==> src/rtl/mxpl_writer_if.sv <==
// Memory write port of the pooled-layer writer.
// The writer drives request, address and data, and the memory answers with ready.
interface mxpl_writer_if #(
  parameter int unsigned DATAW = 20,
  parameter int unsigned ADDRW = 12
);
  logic             mem_we;
  logic [ADDRW-1:0] mem_addr;
  logic [DATAW-1:0] mem_wdata;
  logic             mem_ready;

  modport master (
    output mem_we,
    output mem_addr,
    output mem_wdata,
    input  mem_ready
  );

  modport slave (
    input  mem_we,
    input  mem_addr,
    input  mem_wdata,
    output mem_ready
  );
endinterface

==> src/rtl/mxpl_writer.sv <==
// Buffers max-pool results in a small FIFO and writes them to sequential addresses of the
// pooled-layer memory, flagging frame completion and lost results.
module mxpl_writer #(
  parameter int unsigned DATAW      = 20,
  parameter int unsigned ADDRW      = 12,
  parameter int unsigned OUT_W      = 32,
  parameter int unsigned OUT_H      = 32,
  parameter int unsigned FIFO_DEPTH = 4,
  parameter int unsigned BASE_ADDR  = 0
) (
  input  logic             clk,
  input  logic             reset,
  input  logic             start,
  input  logic [DATAW-1:0] mxpl_data,
  input  logic             mxpl_done,
  mxpl_writer_if.master    mem,
  output logic             busy,
  output logic             frame_done,
  output logic             overflow
);

  localparam int unsigned FrameLen = OUT_W * OUT_H;
  localparam int unsigned CntW     = $clog2(FrameLen + 1);
  localparam int unsigned PtrW     = $clog2(FIFO_DEPTH);
  localparam int unsigned LvlW     = PtrW + 1;

  localparam logic [CntW-1:0]  FrameCnt = CntW'(FrameLen);
  localparam logic [CntW-1:0]  LastCnt  = CntW'(FrameLen - 1);
  localparam logic [LvlW-1:0]  FullLvl  = LvlW'(FIFO_DEPTH);
  localparam logic [ADDRW-1:0] BaseAddr = ADDRW'(BASE_ADDR);

  typedef enum logic [1:0] {StIdle, StRun, StDone} state_e;

  state_e           state_q, state_d;
  logic [DATAW-1:0] fifo_q [FIFO_DEPTH];
  logic [DATAW-1:0] fifo_d [FIFO_DEPTH];
  logic [PtrW-1:0]  rd_ptr_q, rd_ptr_d;
  logic [PtrW-1:0]  wr_ptr_q, wr_ptr_d;
  logic [LvlW-1:0]  lvl_q, lvl_d;
  logic [CntW-1:0]  push_cnt_q, push_cnt_d;
  logic [CntW-1:0]  wr_cnt_q, wr_cnt_d;
  logic [ADDRW-1:0] addr_q, addr_d;
  logic             ovf_q, ovf_d;

  logic empty, full, pop, push_req, push_ok;

  assign empty    = (lvl_q == '0);
  assign full     = (lvl_q == FullLvl);
  assign push_req = (state_q == StRun) && mxpl_done;
  assign pop      = mem.mem_we && mem.mem_ready;
  // A full FIFO still takes a value when the head leaves in the same cycle.
  assign push_ok  = push_req && (push_cnt_q < FrameCnt) && (!full || pop);

  assign mem.mem_we    = (state_q == StRun) && !empty;
  assign mem.mem_addr  = addr_q;
  assign mem.mem_wdata = empty ? '0 : fifo_q[rd_ptr_q];
  assign busy          = (state_q == StRun);
  assign frame_done    = (state_q == StDone);
  assign overflow      = ovf_q;

  always_comb begin
    state_d    = state_q;
    fifo_d     = fifo_q;
    rd_ptr_d   = rd_ptr_q;
    wr_ptr_d   = wr_ptr_q;
    lvl_d      = lvl_q;
    push_cnt_d = push_cnt_q;
    wr_cnt_d   = wr_cnt_q;
    addr_d     = addr_q;
    ovf_d      = ovf_q;

    if (start) begin
      // Restart wins over any strobe or transfer in the same cycle.
      state_d    = StRun;
      rd_ptr_d   = '0;
      wr_ptr_d   = '0;
      lvl_d      = '0;
      push_cnt_d = '0;
      wr_cnt_d   = '0;
      addr_d     = BaseAddr;
      ovf_d      = 1'b0;
    end else begin
      if (push_ok) begin
        fifo_d[wr_ptr_q] = mxpl_data;
        wr_ptr_d         = wr_ptr_q + 1'b1;
        push_cnt_d       = push_cnt_q + 1'b1;
      end else if (push_req || (state_q == StDone && mxpl_done)) begin
        ovf_d = 1'b1;
      end

      if (pop) begin
        rd_ptr_d = rd_ptr_q + 1'b1;
        addr_d   = addr_q + 1'b1;
        wr_cnt_d = wr_cnt_q + 1'b1;
        if (wr_cnt_q == LastCnt) begin
          state_d = StDone;
        end
      end

      lvl_d = lvl_q + LvlW'(push_ok) - LvlW'(pop);
    end
  end

  always_ff @(posedge clk) begin
    if (reset) begin
      state_q    <= StIdle;
      fifo_q     <= '{default: '0};
      rd_ptr_q   <= '0;
      wr_ptr_q   <= '0;
      lvl_q      <= '0;
      push_cnt_q <= '0;
      wr_cnt_q   <= '0;
      addr_q     <= BaseAddr;
      ovf_q      <= 1'b0;
    end else begin
      state_q    <= state_d;
      fifo_q     <= fifo_d;
      rd_ptr_q   <= rd_ptr_d;
      wr_ptr_q   <= wr_ptr_d;
      lvl_q      <= lvl_d;
      push_cnt_q <= push_cnt_d;
      wr_cnt_q   <= wr_cnt_d;
      addr_q     <= addr_d;
      ovf_q      <= ovf_d;
    end
  end

endmodule

==> src/flat_wrapper.sv <==
// flat-port wrapper written by rule: the top's interface ports become plain ports
module mxpl_writer_flat 
#(
  parameter int unsigned DATAW      = 20,
  parameter int unsigned ADDRW      = 12,
  parameter int unsigned OUT_W      = 32,
  parameter int unsigned OUT_H      = 32,
  parameter int unsigned FIFO_DEPTH = 4,
  parameter int unsigned BASE_ADDR  = 0
)
  (clk, reset, start, mxpl_data, mxpl_done, busy, frame_done, overflow, mem_mem_we, mem_mem_addr, mem_mem_wdata, mem_mem_ready);
  mxpl_writer_if #(.DATAW(DATAW), .ADDRW(ADDRW)) mem_i ();
  input  logic clk;
  input  logic reset;
  input  logic start;
  input  logic [DATAW-1:0] mxpl_data;
  input  logic mxpl_done;
  output logic busy;
  output logic frame_done;
  output logic overflow;
  output wire logic [$bits(mem_i.mem_we)-1:0] mem_mem_we;
  output wire logic [$bits(mem_i.mem_addr)-1:0] mem_mem_addr;
  output wire logic [$bits(mem_i.mem_wdata)-1:0] mem_mem_wdata;
  input wire logic [$bits(mem_i.mem_ready)-1:0] mem_mem_ready;
  assign mem_mem_we = mem_i.mem_we;
  assign mem_mem_addr = mem_i.mem_addr;
  assign mem_mem_wdata = mem_i.mem_wdata;
  assign mem_i.mem_ready = mem_mem_ready;
  mxpl_writer #(.DATAW(DATAW), .ADDRW(ADDRW), .OUT_W(OUT_W), .OUT_H(OUT_H), .FIFO_DEPTH(FIFO_DEPTH), .BASE_ADDR(BASE_ADDR)) u_core (.clk(clk), .reset(reset), .start(start), .mxpl_data(mxpl_data), .mxpl_done(mxpl_done), .mem(mem_i), .busy(busy), .frame_done(frame_done), .overflow(overflow));
endmodule
==> config.mk <==
export PLATFORM = sky130hd
export DESIGN_NAME = mxpl_writer_flat
export DESIGN_NICKNAME = d
export VERILOG_FILES = /design/src/rtl/mxpl_writer_if.sv /design/src/rtl/mxpl_writer.sv /design/src/flat_wrapper.sv
export SDC_FILE = /design/constraint.sdc
export NUM_CORES = 1
export LEC_CHECK = 0
export BUFFER_PORTS_ARGS = -buffer_cell sky130_fd_sc_hd__buf_2
export CAP_MARGIN = 20
export CORE_ASPECT_RATIO = 2
export CORE_UTILIZATION = 50
export CTS_CLUSTER_SIZE = 24
export DETAILED_ROUTE_END_ITERATION = 7
export PLACE_DENSITY = 0.75
export SKIP_LAST_GASP = 1
export SLEW_MARGIN = 20
export SYNTH_ARGS = -nofsm -noshare
export SYNTH_HDL_FRONTEND = slang
export SYNTH_SLANG_ARGS = --single-unit
==> constraint.sdc <==
create_clock -name clk -period 5.1 [get_ports clk]
set_clock_uncertainty 0.2 [all_clocks]
set_input_delay 0.51 -clock clk [delete_from_list [all_inputs] [get_ports clk]]
set_output_delay 0.51 -clock clk [all_outputs]
set_load 0.005 [all_outputs]
Word-level counts from Yosys, hierarchy flattened --
Cells that the tools add are included.
Cells by class: bitwise operators 4, reduce and logical (&&, ||, !) cells 19, multiplexer cells 10, eq/ne operators 4, order comparisons 4, add/sub/neg operators 7
Operator list (count):
- $bwmux W80 | 1
- $mux W20 | 4
- $bmux W20 S2 | 1
- $demux W20 S2 | 1
- $add A11 B1 Y11 const B | 2
- $add A12 B1 Y12 const B | 1
- $eq A11 B10 Y1 const B | 1
- $lt A11 B11 Y1 const B | 1
- $reduce_and A2 Y1 | 4
- $logic_and A1 B1 Y1 | 7
- $ge A3 B3 Y1 const B | 2
- $not A2 Y3 | 2
- $add A2 B1 Y2 const B | 2
- $reduce_bool A2 Y1 | 2
- $add A3 B1 Y3 | 1
- $eq A3 B3 Y1 const B | 1
- $logic_not A3 Y1 | 1
- $lt A3 B1 Y1 const B | 1
- $mux W1 | 3
- $sub A3 B1 Y3 | 1
- $eq A2 B1 Y1 const B | 1
- $eq A2 B2 Y1 const B | 1
- $logic_not A1 Y1 | 2
- $logic_or A1 B1 Y1 | 2
- other kinds (2) | 3
Word-level totals: output and inout port bits 36, bits of input ports 25, register bits 124, word-level logic and storage cells 61

Logic depth before layout (Yosys ltp) --
depth in word-level cells 8, gate-level depth with buffers 9, depth with buffers taken out 9

Worst setup path after synthesis --
Ideal clock, no wire load.
path kind input -> register, start input port mem_mem_ready, end register u_core.lvl_q[2], setup slack 2.420 ns, stages 9, arrival 2.352 ns, path buffers 1, library setup time 0.128 ns, data required time 4.772 ns, cells stage by stage or4b_1 > clkbuf_1 > nand2_1 > inv_1 > ha_1 > fa_1 > xnor2_1 > xnor2_1 > nor2_1
On the way: longest elaborated chain between the ends 5
RTL lines:
- start: declaration | line flat_wrapper.sv:24 | input wire logic [$bits(mem_i.mem_ready)-1:0] mem_mem_ready;
- $logic_and A1 B1 Y1 * | line mxpl_writer.sv:50 | assign pop = mem.mem_we && mem.mem_ready;
- $logic_or A1 B1 Y1 | line mxpl_writer.sv:52 | assign push_ok = push_req && (push_cnt_q < FrameCnt) && (!full || pop);
- $logic_and A1 B1 Y1 | line mxpl_writer.sv:52
- $add A3 B1 Y3 | line mxpl_writer.sv:100 | lvl_d = lvl_q + LvlW'(push_ok) - LvlW'(pop);
- $sub A3 B1 Y3 * | line mxpl_writer.sv:100
- end signal: assignment | line mxpl_writer.sv:120 | lvl_q <= lvl_d;
- end: declaration | line mxpl_writer.sv:39 | logic [LvlW-1:0] lvl_q, lvl_d;
Every way passes the cells marked *; elsewhere a longest branch is shown, timed or not. A chain may end at the register's enable or synchronous reset.

Worst setup path in the final report --
start register u_core.lvl_q[1], end register u_core.lvl_q[2]
On the way: longest elaborated chain between the ends 8, elaborated cells between the ends (all ways) 10, those cells by class add/sub (2); eq/ne (1); reduce/logical (7)
RTL lines:
- $logic_not A3 Y1 * | line mxpl_writer.sv:47 | assign empty = (lvl_q == '0);
- $logic_not A1 Y1 * | line mxpl_writer.sv:54 | assign mem.mem_we = (state_q == StRun) && !empty;
- $logic_and A1 B1 Y1 * | line mxpl_writer.sv:54
- $logic_and A1 B1 Y1 * | line mxpl_writer.sv:50
- via u_core.pop | line mxpl_writer.sv:45 | logic empty, full, pop, push_req, push_ok;
- $logic_or A1 B1 Y1 | line mxpl_writer.sv:52
- $logic_and A1 B1 Y1 | line mxpl_writer.sv:52
- $add A3 B1 Y3 | line mxpl_writer.sv:100
- $sub A3 B1 Y3 * | line mxpl_writer.sv:100
The timed path passes the listed nets; every way through them passes the cells marked *.

==> flow_summary_export.csv <==
group,metric,value,unit
sta,setup_tns,0,ps
synth,syn_avg_cell_area,8.60,um^2
synth,synth_cell_type_count,42,
clock_tree,clk_latency,420,ps
die,initial_core_util,51.7,%
sta,hold_violations,0,
synth,synthCells,634,
synth,synthMuxAreaShare,8.26,%
synth,synthFlopType,"dfxtp_1",
finish,multi_input_area,0.00277,mm^2
setup_path,worstSetupEndpointType,"flop",
synth,synth_compound_area_share,10.9,%
routing,vias,4737,
pwr,irDropWorstVdd,0.000254,V
sta,max_slew_margin,34.1,%
hold_path,min_path_cells,3,
synth,synth_top_family_by_area,"simple AND/OR/NAND/NOR gates",
synth,syn_area,0.00545,mm^2
die,dieWidth,75.8,um
global_route,grt_max_degree,84,
clock_tree,postCtsSetupRepairBufs,0,
setup_path,critPathSlowestCell,"nor3_2",
clock_tree,postCtsHoldBufs,0,
placement,hpwl,8.55,mm
global_route,grt_pass1_vias,4650,
routing,dr.pass1.iters,6,
setup_path,r2r_cells,9,
synth,yosys_warnings,0,
synth,ys_seq_area_share,45.5,%
sta,rsz0062_at_grt,"no",
finish,layout.nets,718,
pwr,power.leakage,2.36,nW
global_route,grt_util_all_layers,25.2,%
routing,routed_wl,13.3,mm
setup_path,cp.required,5180,ps
setup_path,setup.worst_path.start_class,"flop",
finish,drive_above_1_share,18.1,%
setup_path,path_depth,9,
die,core_area,0.0105,mm^2
placement,io_buffers,60,
routing,drc,0,
global_route,grt_first_pass_wirelength,21.4,mm
finish,layout_common_cells,"nand2_1, dfxtp_1, a21oi_1",
hold_path,min_path_type,"in2reg",
finish,diodes,0,
global_route,grt_overflow,0,
setup_path,critPathTopFamily,"adder cells",
routing,drtIter0Drc,481,
finish,area_growth,19.2,%
synth,syn_nets,669,
synth,synth-simple-area-share,25.4,%
setup_path,worstPathCellList,"nor3_2, nor2_1, ha_1, inv_1, ha_1, fa_1, xnor2_1, xnor2_1, nor2_1",
synth,synthArstFlopShare,0,%
clock_tree,cts_buffer_depth,2,
synth,synth_edf_count,0,
routing,antenna_left,0,
setup_path,critPathKind,"reg2reg",
pwr,powerDensity,367,mW/mm^2
synth,synth-xor-area-share,3.69,%
clock_tree,tritoncts,"yes",
finish,fillers,887,
clock_tree,cts_root_buf,"clkbuf_16",
sta,finalMaxSlewViolations,0,
global_route,grt_antenna_before_repair,0,
flow_run,cap_violations,0,
clock_tree,h-tree-depth,4,
setup_path,cp_max_fo,10,
sta,setup_viol,0,
die,die-area,0.0114,mm^2
placement,place_congestion,0.797,
setup_path,arrival,2930,ps
sta,worstMarginPinSlew,989,ps
sta,period_share,56.0,%
die,die_y,150,um
setup_path,critPathBufInv,1,
clock_tree,post_cts_resized,0,
routing,wl_per_cell,16.0,um
pwr,fin_total_pwr,0.00239,W
die,num_rows,53,
finish,final-seq-area,0.00248,mm^2
finish,final_util,61.6,%
clock_tree,numCtsBuffers,17,
clock_tree,cts_num_sinks,124,
status,status,"complete, no violations",
synth,ys_seq_elements,124,
sta,clock.fmax,350,MHz
die,ios,61,
sta,min_period,2850,ps
routing,viasPerCell,5.69,
setup_path,cpPeakStageDelay,510,ps
synth,synth_adder_area_share,2.43,%
finish,final_common_cell,"nand2_1",
clock_tree,cts.reportedPaths.clkPinSlew,60,ps
-- final timing paths --
check	from	to	slack (ps)
setup / recovery	u_core.lvl_q[1]	u_core.lvl_q[2]	2250
setup reg to reg	u_core.lvl_q[1]	u_core.lvl_q[2]	2250
hold / removal	mxpl_data[11]	u_core.fifo_q[11]	160
hold reg to reg	u_core.fifo_q[21]	u_core.fifo_q[21]	250
-- report_power, final --
group / internal (W) / switching, W / leakage [nW]
clock network: 0.000884 / 0.000444 / 0.318
logic: 0.0000254 / 0.0000514 / 1.04
registers: 0.000976 / 0.00000573 / 1.00
-- stage by stage --
step	area (um^2)	std cells	hold WS, ps	setup WS [ps]
2_1_floorplan	5450	634	233	2420
3_3_place_gp	5790	797	238	2150
3_5_place_dp	5800	798	243	2080
4_1_cts	6460	830	150	2230
5_1_grt	6500	833	158	1980
6_report	6500	833	162	2250
-- final cells by class --
cell class	count	share of cell area (%)
Timing Repair Buffer	68	5.83
Clock buffer	19	6.81
Clock inverter	13	3.31
Multi-Input combinational cell	461	42.6
Tap cell	137	2.64
Inverter	11	0.635
Sequential cell	124	38.2
-- tightest hold or removal path: cells and delay by family --
kind	cells	cell delay, ps
buffers and inverters	1	120
AO/OA/AOI/OAI	1	50
AND/OR/NAND/NOR	1	50
-- cells in the mapped netlist (all sizes together) (3+ instances only) --
library cell / instances / area (um^2)
o21ai: 8 / 40.0
and2: 23 / 144
nand3: 10 / 50.1
nor4: 4 / 31.3
nor2: 28 / 105
inv: 11 / 41.3
or3: 7 / 43.8
ha: 9 / 113
nor3: 6 / 35.0
clkbuf: 21 / 78.8
nand4: 11 / 68.8
mux4: 20 / 450
or2: 3 / 18.8
or4: 5 / 41.3
xnor2: 17 / 149
dfxtp: 124 / 2480
and4: 6 / 52.6
a31oi: 4 / 25.0
xor2: 6 / 52.6
and3: 3 / 18.8
nand2: 178 / 668
buf: 17 / 82.6
a21oi: 93 / 465
-- state kept, by name, indices dropped and copies added, names as in the netlist --
register and count:
u_core.fifo_q 80, u_core.mem.mem_addr 12, u_core.push_cnt_q 11, u_core.wr_cnt_q 11, u_core.lvl_q 3, u_core.rd_ptr_q 2
u_core.state_q 2, u_core.wr_ptr_q 2, u_core.overflow 1
-- per-layer routing --
metal  vias up  track usage (%)  part of all wire [%]
met5         -                0                     0
met4         0             12.2                   2.9
met3        40             7.00                   5.8
met2       192             45.1                    54
met1      2243             25.7                    37
li1       2262                -                     -
-- logic make-up after synthesis --
logic type      after synthesis
mux                          20
flops                       124
xor+xnor                     23
compound gates              113
fa+ha+maj                    10
simple gates                295
buf+inv                      49
Power figures use the tool's default switching activity.
